[config.mk]
export PLATFORM = sky130hd
export DESIGN_NAME = reg_bus_arbiter
export DESIGN_NICKNAME = d
export VERILOG_FILES = /design/src/rtl/reg_bus_pkg.sv /design/src/rtl/reg_bus_rr_pick.sv /design/src/rtl/reg_bus_arbiter.sv
export SDC_FILE = /design/constraint.sdc
export NUM_CORES = 1
export LEC_CHECK = 0
export CORE_UTILIZATION = 38
export DETAILED_ROUTE_END_ITERATION = 8
export GPL_ROUTABILITY_DRIVEN = 0
export GPL_TIMING_DRIVEN = 1
export PLACE_DENSITY = 0.84
export SYNTH_ARGS = -nofsm -noshare
export SYNTH_HDL_FRONTEND = slang
export SYNTH_SLANG_ARGS = --single-unit
[constraint.sdc]
create_clock -name i_clk -period 2 [get_ports i_clk]
set_input_delay 0.3 -clock i_clk [delete_from_list [all_inputs] [get_ports i_clk]]
set_output_delay 0.3 -clock i_clk [all_outputs]
set_load 0.03 [all_outputs]
[src/rtl/reg_bus_pkg.sv]
// Shared widths and FSM encoding for the register-bus arbiter.
package reg_bus_pkg;
    localparam int REG_AW = 16;
    localparam int REG_DW = 16;

    typedef enum logic [1:0] {
        ST_IDLE   = 2'd0,
        ST_ACCESS = 2'd1,
        ST_WAIT   = 2'd2,
        ST_ACK    = 2'd3
    } state_e;
endpackage

[src/rtl/reg_bus_rr_pick.sv]
// Combinational cyclic priority pick: first masked requester at or after ptr.
module reg_bus_rr_pick #(
    parameter int NUM_REQ = 2,
    parameter int PTR_W   = 1
) (
    input  logic [NUM_REQ-1:0] req,
    input  logic [NUM_REQ-1:0] mask,
    input  logic [PTR_W-1:0]   ptr,
    output logic [NUM_REQ-1:0] grant,
    output logic [PTR_W-1:0]   idx,
    output logic               valid
);
    always_comb begin
        grant = '0;
        idx   = '0;
        valid = 1'b0;
        // First pass covers ptr..NUM_REQ-1, second pass wraps to 0..ptr-1.
        for (int j = 0; j < NUM_REQ; j++) begin
            if (!valid && j >= int'(ptr) && req[j] && mask[j]) begin
                valid    = 1'b1;
                grant[j] = 1'b1;
                idx      = PTR_W'(j);
            end
        end
        for (int j = 0; j < NUM_REQ; j++) begin
            if (!valid && req[j] && mask[j]) begin
                valid    = 1'b1;
                grant[j] = 1'b1;
                idx      = PTR_W'(j);
            end
        end
    end
endmodule

[src/rtl/reg_bus_arbiter.sv]
// Round-robin arbiter sharing one 16-bit register bus among NUM_REQ masters.
// Define REG_BUS_ARB_LOCK_EN to let a master hold the grant via i_lock.
module reg_bus_arbiter
    import reg_bus_pkg::*;
#(
    parameter int NUM_REQ = 2,
    parameter int RD_LAT  = 1
) (
    input  logic                      i_clk,
    input  logic                      i_rst,
    input  logic [NUM_REQ-1:0]        i_req,
    input  logic [NUM_REQ-1:0]        i_we,
    input  logic [REG_AW*NUM_REQ-1:0] i_addr,
    input  logic [REG_DW*NUM_REQ-1:0] i_wdata,
    input  logic [NUM_REQ-1:0]        i_lock,
    output logic [NUM_REQ-1:0]        o_ack,
    output logic [REG_DW-1:0]         o_rdata,
    output logic                      o_busy,
    output logic [REG_AW-1:0]         o_rwaddr,
    output logic [REG_DW-1:0]         o_wdata,
    output logic                      o_wen,
    input  logic [REG_DW-1:0]         i_rdata
);
    localparam int PTR_W = $clog2(NUM_REQ);

    state_e             state;
    logic [PTR_W-1:0]   ptr;
    logic [PTR_W-1:0]   idx;
    logic [PTR_W-1:0]   nxt_idx;
    logic               lat_we;
    logic [2:0]         cnt;
    logic               locked;

    logic [NUM_REQ-1:0] mask;
    logic [NUM_REQ-1:0] grant;
    logic [PTR_W-1:0]   pick_idx;
    logic               pick_valid;
    logic               sel_we;
    logic [REG_AW-1:0]  sel_addr;
    logic [REG_DW-1:0]  sel_wdata;

`ifdef REG_BUS_ARB_LOCK_EN
    always_comb begin
        mask = '1;
        if (locked) begin
            mask      = '0;
            mask[idx] = 1'b1;
        end
    end
`else
    logic unused_lock;
    assign unused_lock = ^i_lock;
    assign mask        = '1;
`endif

    reg_bus_rr_pick #(.NUM_REQ(NUM_REQ), .PTR_W(PTR_W)) u_pick (
        .req   (i_req),
        .mask  (mask),
        .ptr   (ptr),
        .grant (grant),
        .idx   (pick_idx),
        .valid (pick_valid)
    );

    always_comb begin
        sel_we    = 1'b0;
        sel_addr  = '0;
        sel_wdata = '0;
        for (int k = 0; k < NUM_REQ; k++) begin
            if (grant[k]) begin
                sel_we    = i_we[k];
                sel_addr  = i_addr[k*REG_AW +: REG_AW];
                sel_wdata = i_wdata[k*REG_DW +: REG_DW];
            end
        end
    end

    assign nxt_idx = (idx == PTR_W'(NUM_REQ-1)) ? '0 : idx + 1'b1;
    assign o_busy  = (state != ST_IDLE);

    always_ff @(posedge i_clk) begin
        if (i_rst) begin
            state    <= ST_IDLE;
            ptr      <= '0;
            idx      <= '0;
            lat_we   <= 1'b0;
            cnt      <= '0;
            locked   <= 1'b0;
            o_ack    <= '0;
            o_wen    <= 1'b0;
            o_rwaddr <= '0;
            o_wdata  <= '0;
            o_rdata  <= '0;
        end else begin
            o_ack <= '0;
            o_wen <= 1'b0;
            case (state)
                ST_IDLE: begin
`ifdef REG_BUS_ARB_LOCK_EN
                    if (locked && !i_req[idx]) begin
                        locked <= 1'b0;
                        ptr    <= nxt_idx;
                    end
`endif
                    // Bus address/data are driven straight from the latch so they hold between transactions.
                    if (pick_valid) begin
                        idx      <= pick_idx;
                        lat_we   <= sel_we;
                        o_rwaddr <= sel_addr;
                        o_wdata  <= sel_wdata;
                        o_wen    <= sel_we;
                        state    <= ST_ACCESS;
                    end
                end
                ST_ACCESS: begin
                    if (lat_we || RD_LAT == 0) begin
                        if (!lat_we) o_rdata <= i_rdata;
                        o_ack[idx] <= 1'b1;
                        state      <= ST_ACK;
                    end else begin
                        cnt   <= 3'(RD_LAT);
                        state <= ST_WAIT;
                    end
                end
                ST_WAIT: begin
                    cnt <= cnt - 3'd1;
                    if (cnt == 3'd1) begin
                        o_rdata    <= i_rdata;
                        o_ack[idx] <= 1'b1;
                        state      <= ST_ACK;
                    end
                end
                ST_ACK: begin
                    state <= ST_IDLE;
`ifdef REG_BUS_ARB_LOCK_EN
                    if (i_lock[idx]) begin
                        ptr    <= idx;
                        locked <= 1'b1;
                    end else begin
                        ptr    <= nxt_idx;
                        locked <= 1'b0;
                    end
`else
                    ptr <= nxt_idx;
`endif
                end
                default: state <= ST_IDLE;
            endcase
        end
    end
endmodule

## After elaboration in Yosys (flattened, before gate mapping)

Cells that the tools add are included.

| storage, ports and cells | value |
|---|---|
| word-level logic and storage cells | 67 |
| register bits | 59 |
| bits of input ports | 88 |

| operators by class | value |
|---|---|
| multiplexer cells | 27 |
| equality and inequality tests | 7 |
| magnitude comparators | 3 |
| reductions and logical operators | 16 |
| $add $sub $neg | 2 |
| bitwise gates (word level) | 2 |

Operators by type and width:

| operator | number |
|---|---|
| 2-to-1 mux 16 bit | 4 |
| 2-to-1 mux 1 bit | 14 |
| 2-to-1 mux 2 bit | 4 |
| one-hot mux 2 bit (4 select lines) | 1 |
| AND reduction 2 bit | 4 |
| != test 2 bit, second input constant | 3 |
| one-hot mux 3 bit (2 select lines) | 1 |
| logical AND 1 bit | 5 |
| equality test 2 bit, second input constant | 2 |
| one-hot mux 2 bit (2 select lines) | 1 |
| nonzero test 2 bit | 2 |
| equality test 3 x 1 -> 1 bit, second input constant | 1 |
| zero test 1 bit | 3 |
| 2-to-1 mux 3 bit | 1 |
| OR reduction 3 bit | 1 |
| subtractor 3 x 1 -> 3 bit, second input constant | 1 |
| equality test 2 x 1 -> 1 bit, second input constant | 1 |
| zero test 2 bit | 1 |
| less-than comparator 1 x 2 -> 1 bit, second input constant | 1 |
| inverter 1 bit | 2 |
| adder 1 bit, second input constant | 1 |
| demux 1 bit (select 1 bit) | 1 |
| >= comparator 1 bit, first input constant | 1 |
| >= comparator 1 bit, second input constant | 1 |

## Logic depth before layout (Yosys ltp)

| logic depth | value |
|---|---|
| depth after elaboration | 14 |
| mapped depth | 8 |

## By module

From an unflattened synthesis, not the netlist that was laid out.

| unflattened totals | value |
|---|---|
| cell total of the unflattened synthesis | 287 |
| area, all modules | 2713.9 µm² |

Modules (own cells, without submodules):

| module | cells an instance | instances | area an instance (µm²) | seq. area each (µm²) |
|---|---|---|---|---|
| reg_bus_arbiter | 281 | 1 | 2676.3 | 1181.1 |
| reg_bus_rr_pick | 6 | 1 | 37.5 | 0.0 |

## Worst setup path after synthesis

Ideal clock, no wire load.

| timing | value |
|---|---|
| kind | reg-to-reg |
| from | register state[0] |
| to | register o_rwaddr[10] |
| stages on the path, launching flop included | 9 |
| clock period less this slack | 1583 ps |
| arrival | 1462 ps |
| slack | 417 ps |
| path through | dfxtp_1 inv_1 ha_1 buf_6 nand2b_2 nor2b_4 buf_6 buf_8 a221o_1 |

| between the ends | value |
|---|---|
| longest elaborated chain between the ends | 2 |

Ends and longest elaborated chain:

| element | RTL line | source |
|---|---|---|
| start: declaration | reg_bus_arbiter.sv:26 | `state_e state;` |
| start signal: assignment | reg_bus_arbiter.sv:83 | `state <= ST_IDLE;` |
| start signal: assignment | reg_bus_arbiter.sv:112 | `state <= ST_ACCESS;` |
| start signal: assignment | reg_bus_arbiter.sv:119 | `state <= ST_ACK;` |
| zero test 2 bit | reg_bus_arbiter.sv:97 | `case (state)` |
| AND reduction 2 bit (no source line) | n/a |  |
| end signal: assignment | reg_bus_arbiter.sv:109 | `o_rwaddr <= sel_addr;` |
| end: declaration | reg_bus_arbiter.sv:19 | `output logic [REG_AW-1:0] o_rwaddr,` |

No other way between the ends.
A chain may end at the register's enable or synchronous reset.

## Worst setup path after layout

| timing | value |
|---|---|
| from | register o_wdata[6] |
| to | output o_wdata[6] |

RTL lines:

| element | RTL line | source |
|---|---|---|
| start: declaration | reg_bus_arbiter.sv:20 | `output logic [REG_DW-1:0] o_wdata,` |
| start signal: assignment | reg_bus_arbiter.sv:110 | `o_wdata <= sel_wdata;` |

No word-level cell between the ends.

==> results.py <==
metrics = {
    "finish": {
        "fin_area_um2": 4110,
        "nNetsFinal": 476,
        "n_antenna_cell": 0,
        "post-route-util": 0.647,
        "n_fill_cell": 542,
        "final_cell_count_no_fill": 464,
        "syn2layout_area_growth_pct": 64.9,
        "drive_gt1_frac": 0.0801,
    },
    "worst_setup_path": {
        "r2r_slack_ns": 0.31,
        "worstSetupPathType": "flip-flop to output pin",
        "critical_path.max_stage_delay_ns": 0.72,
        "crit_chain": "clkdlybuf4s50_1",
        "worstReg2RegStart": "state[0]$_SDFFE_PP0P_",
        "crit_fanout": 2,
        "cp.arrival_ns": 1.43,
        "critPathSlowestCell": "clkdlybuf4s50_1",
        "crit_family": "buffers and inverters",
        "crit_path_start_kind": "flip-flop",
        "reg2reg_depth": 6,
        "crit_required_ns": 1.70,
        "regToRegEndpoint": "o_wdata[10]$_SDFFE_PP0P_",
        "cp_num_buf_inv": 1,
        "crit_path_end_kind": "output pin",
    },
    "placement": {
        "io_buffers": 137,
        "place_area_um2": 3860,
        "dp_cells": 447,
        "hpwl_um": 4970,
        "place_ws_ns": 0.0140,
    },
    "logic_synthesis": {
        "synth_area_per_cell_um2": 10.1,
        "ys_seq_elements": 59,
        "yosysTopAreaCellShare": 0.474,
        "ys_top_cells_by_count": "59 x dfxtp_1, 35 x nand2_1, 32 x a221o_1, 32 x nor3b_1, 17 x a21oi_1",
        "synthCells": 246,
        "synth-async-reset-ratio": 0,
        "synth_seq_area_share": 0.474,
        "ys_warn_count": 0,
        "synth_area_leader_cell": "dfxtp_1",
        "synth_top_flop_cell": "dfxtp_1",
        "syn_area_um2": 2490,
        "synth.distinct_cells": 34,
        "yosysMostFrequentCell": "dfxtp_1",
        "synth_nets": 340,
        "synth-edff-count": 0,
        "yosys-top-cells-area": "dfxtp_1 47%, a221o_1 13%, nor3b_1 9.6%, nand2_1 5.3%, a21oi_1 3.4%",
    },
    "cts": {
        "cts-buffers-inserted": 9,
        "clk_root_buffer_cell": "clkbuf_8",
        "cts.sink_count": 59,
        "cts_setup_buffers": 0,
        "clk_path_buf_depth": 2,
        "clkTransAtPathRegs_ns": 0.07,
        "cts_tree": "built",
        "htree_levels": 3,
        "worstSkewPairLatency_ns": 0.33,
    },
    "timing": {
        "hold_viol": 0,
        "setup_ws_ns": 0.274,
        "fin_hold_ws_ns": 0.391,
        "slew_violations": 0,
        "period_needed_ns": 1.73,
        "finClkSkew_ns": 0.00751,
        "rsz0062_at_grt": "no",
        "max-slew-margin-rel": 0.704,
        "worst_pin_slew_ns": 0.443,
        "max_freq_mhz": 580,
        "final.period_utilization": 0.863,
        "tns_ns": 0,
        "finalSetupViolCount": 0,
    },
    "outcome": {
        "status": "finished clean",
    },
    "job": {
        "maxCapViolCount": 0,
    },
    "detailed_routing": {
        "drtIter0Drc": 74,
        "vias_per_cell": 5.15,
        "vias": 2388,
        "wl_per_cell_um": 15.2,
        "firstDrtPassIters": 4,
        "drcViolationCount": 0,
        "wl_um": 7060,
        "ant_nets": 0,
    },
    "global_route": {
        "grt.overflow.total": 0,
        "grtUsageMet2": 0.345,
        "grt_use_met1": 0.224,
        "busiest_layer": "met2",
        "met3_usage": 0.0537,
        "grt_pass1_wl_um": 11000,
        "antenna_found_initial": 0,
        "grt_usage": 0.199,
        "grt_start_max_net_pins": 40,
        "grt_pass1_vias": 2372,
    },
    "hold_path": {
        "hold_start": "i_rst",
        "min_to": "o_wen$_SDFF_PP0_",
        "hold_depth": 3,
        "hold_class": "primary input to flip-flop",
    },
    "die": {
        "initial_utilization": 0.392,
        "ios": 140,
        "core_um2": 6350,
        "row_count": 29,
        "die_x_um": 83.0,
        "dieArea_um2": 6880,
        "die_h_um": 83.0,
    },
    "pwr": {
        "p_leak_nw": 1.50,
        "finalPower_mw": 4.78,
        "power.density_nw_per_um2": 1160,
        "ir_drop_uv": 593,
    },
}
## kinds of logic after synthesis
family                     after synthesis  synth area share
DFF                                     59             0.474
AOI/OAI and AO/OA                       60             0.201
buffers and inverters                   30            0.0809
and+or+nand+nor                         89             0.205
adders and majority gates                6            0.0301
muxes                                    2           0.00804
## per-layer routing
metal / share of wire / vias to the layer above / wire, um
li1: - / 1176 / -
met1: 0.42 / 1097 / 2960
met2: 0.49 / 102 / 3440
met3: 0.068 / 13 / 480
met4: 0.025 / 0 / 177
met5: 0 / - / 0
## worst max path at each step
stage,from,to,slack [ns],depth (start not counted)
final,o_wdata[6]$_SDFFE_PP0P_,o_wdata[6],0.27,1
after floorplan,state[0]$_SDFFE_PP0P_,o_rwaddr[10]$_SDFFE_PP0P_,0.42,8
after global placement,i_req[0],o_wdata[10]$_SDFFE_PP0P_,0.03,4
after detailed placement,i_req[0],o_rwaddr[7]$_SDFFE_PP0P_,0.01,4
after global routing,state[0]$_SDFFE_PP0P_,o_rwaddr[8]$_SDFFE_PP0P_,0.15,5
after CTS,state[0]$_SDFFE_PP0P_,o_busy,0.08,4
## layout by cell type (no fill, tap or decap), drive strengths merged, types with 6 or more instances in the layout
cell	netlist	routed
buf	18	9
nand2	35	35
ha	6	6
clkdlybuf4s50	0	135
nor3b	32	32
a21oi	17	17
dfxtp	59	59
a221o	32	32
inv	9	9
nor2	6	6
clkbuf	3	12
## registers in the layout, indices dropped and copies added (netlist names)
signal / cells
ptr: 1
o_wdata: 16
idx: 1
lat_we: 1
o_rwaddr: 16
cnt: 3
state: 2
o_rdata: 16
o_ack: 2
o_wen: 1
## where the power goes
part / internal (mW) / switching, mW
sequential: 1.41 / 0.131
combinational: 0.880 / 1.04
clock: 0.858 / 0.459
## final cells by class
type | count | area, um^2 | share of cell area
clock buffer | 11 | 141 | 0.0344
inverter | 9 | 33.8 | 0.00822
multi-input combinational | 158 | 1120 | 0.273
sequential | 59 | 1180 | 0.287
tap | 77 | 96.3 | 0.0234
timing repair buffer | 145 | 1430 | 0.349
clock inverter | 5 | 100 | 0.0244
## what timing repair did
item                       4_1_cts  5_1_grt
hold endpoints to repair         0        0
hold buffers                     0        0
gates resized for setup          1        3
gates cloned                     0        1
setup endpoints to repair        1       33
No activity file was read; power rests on OpenSTA's default activity.
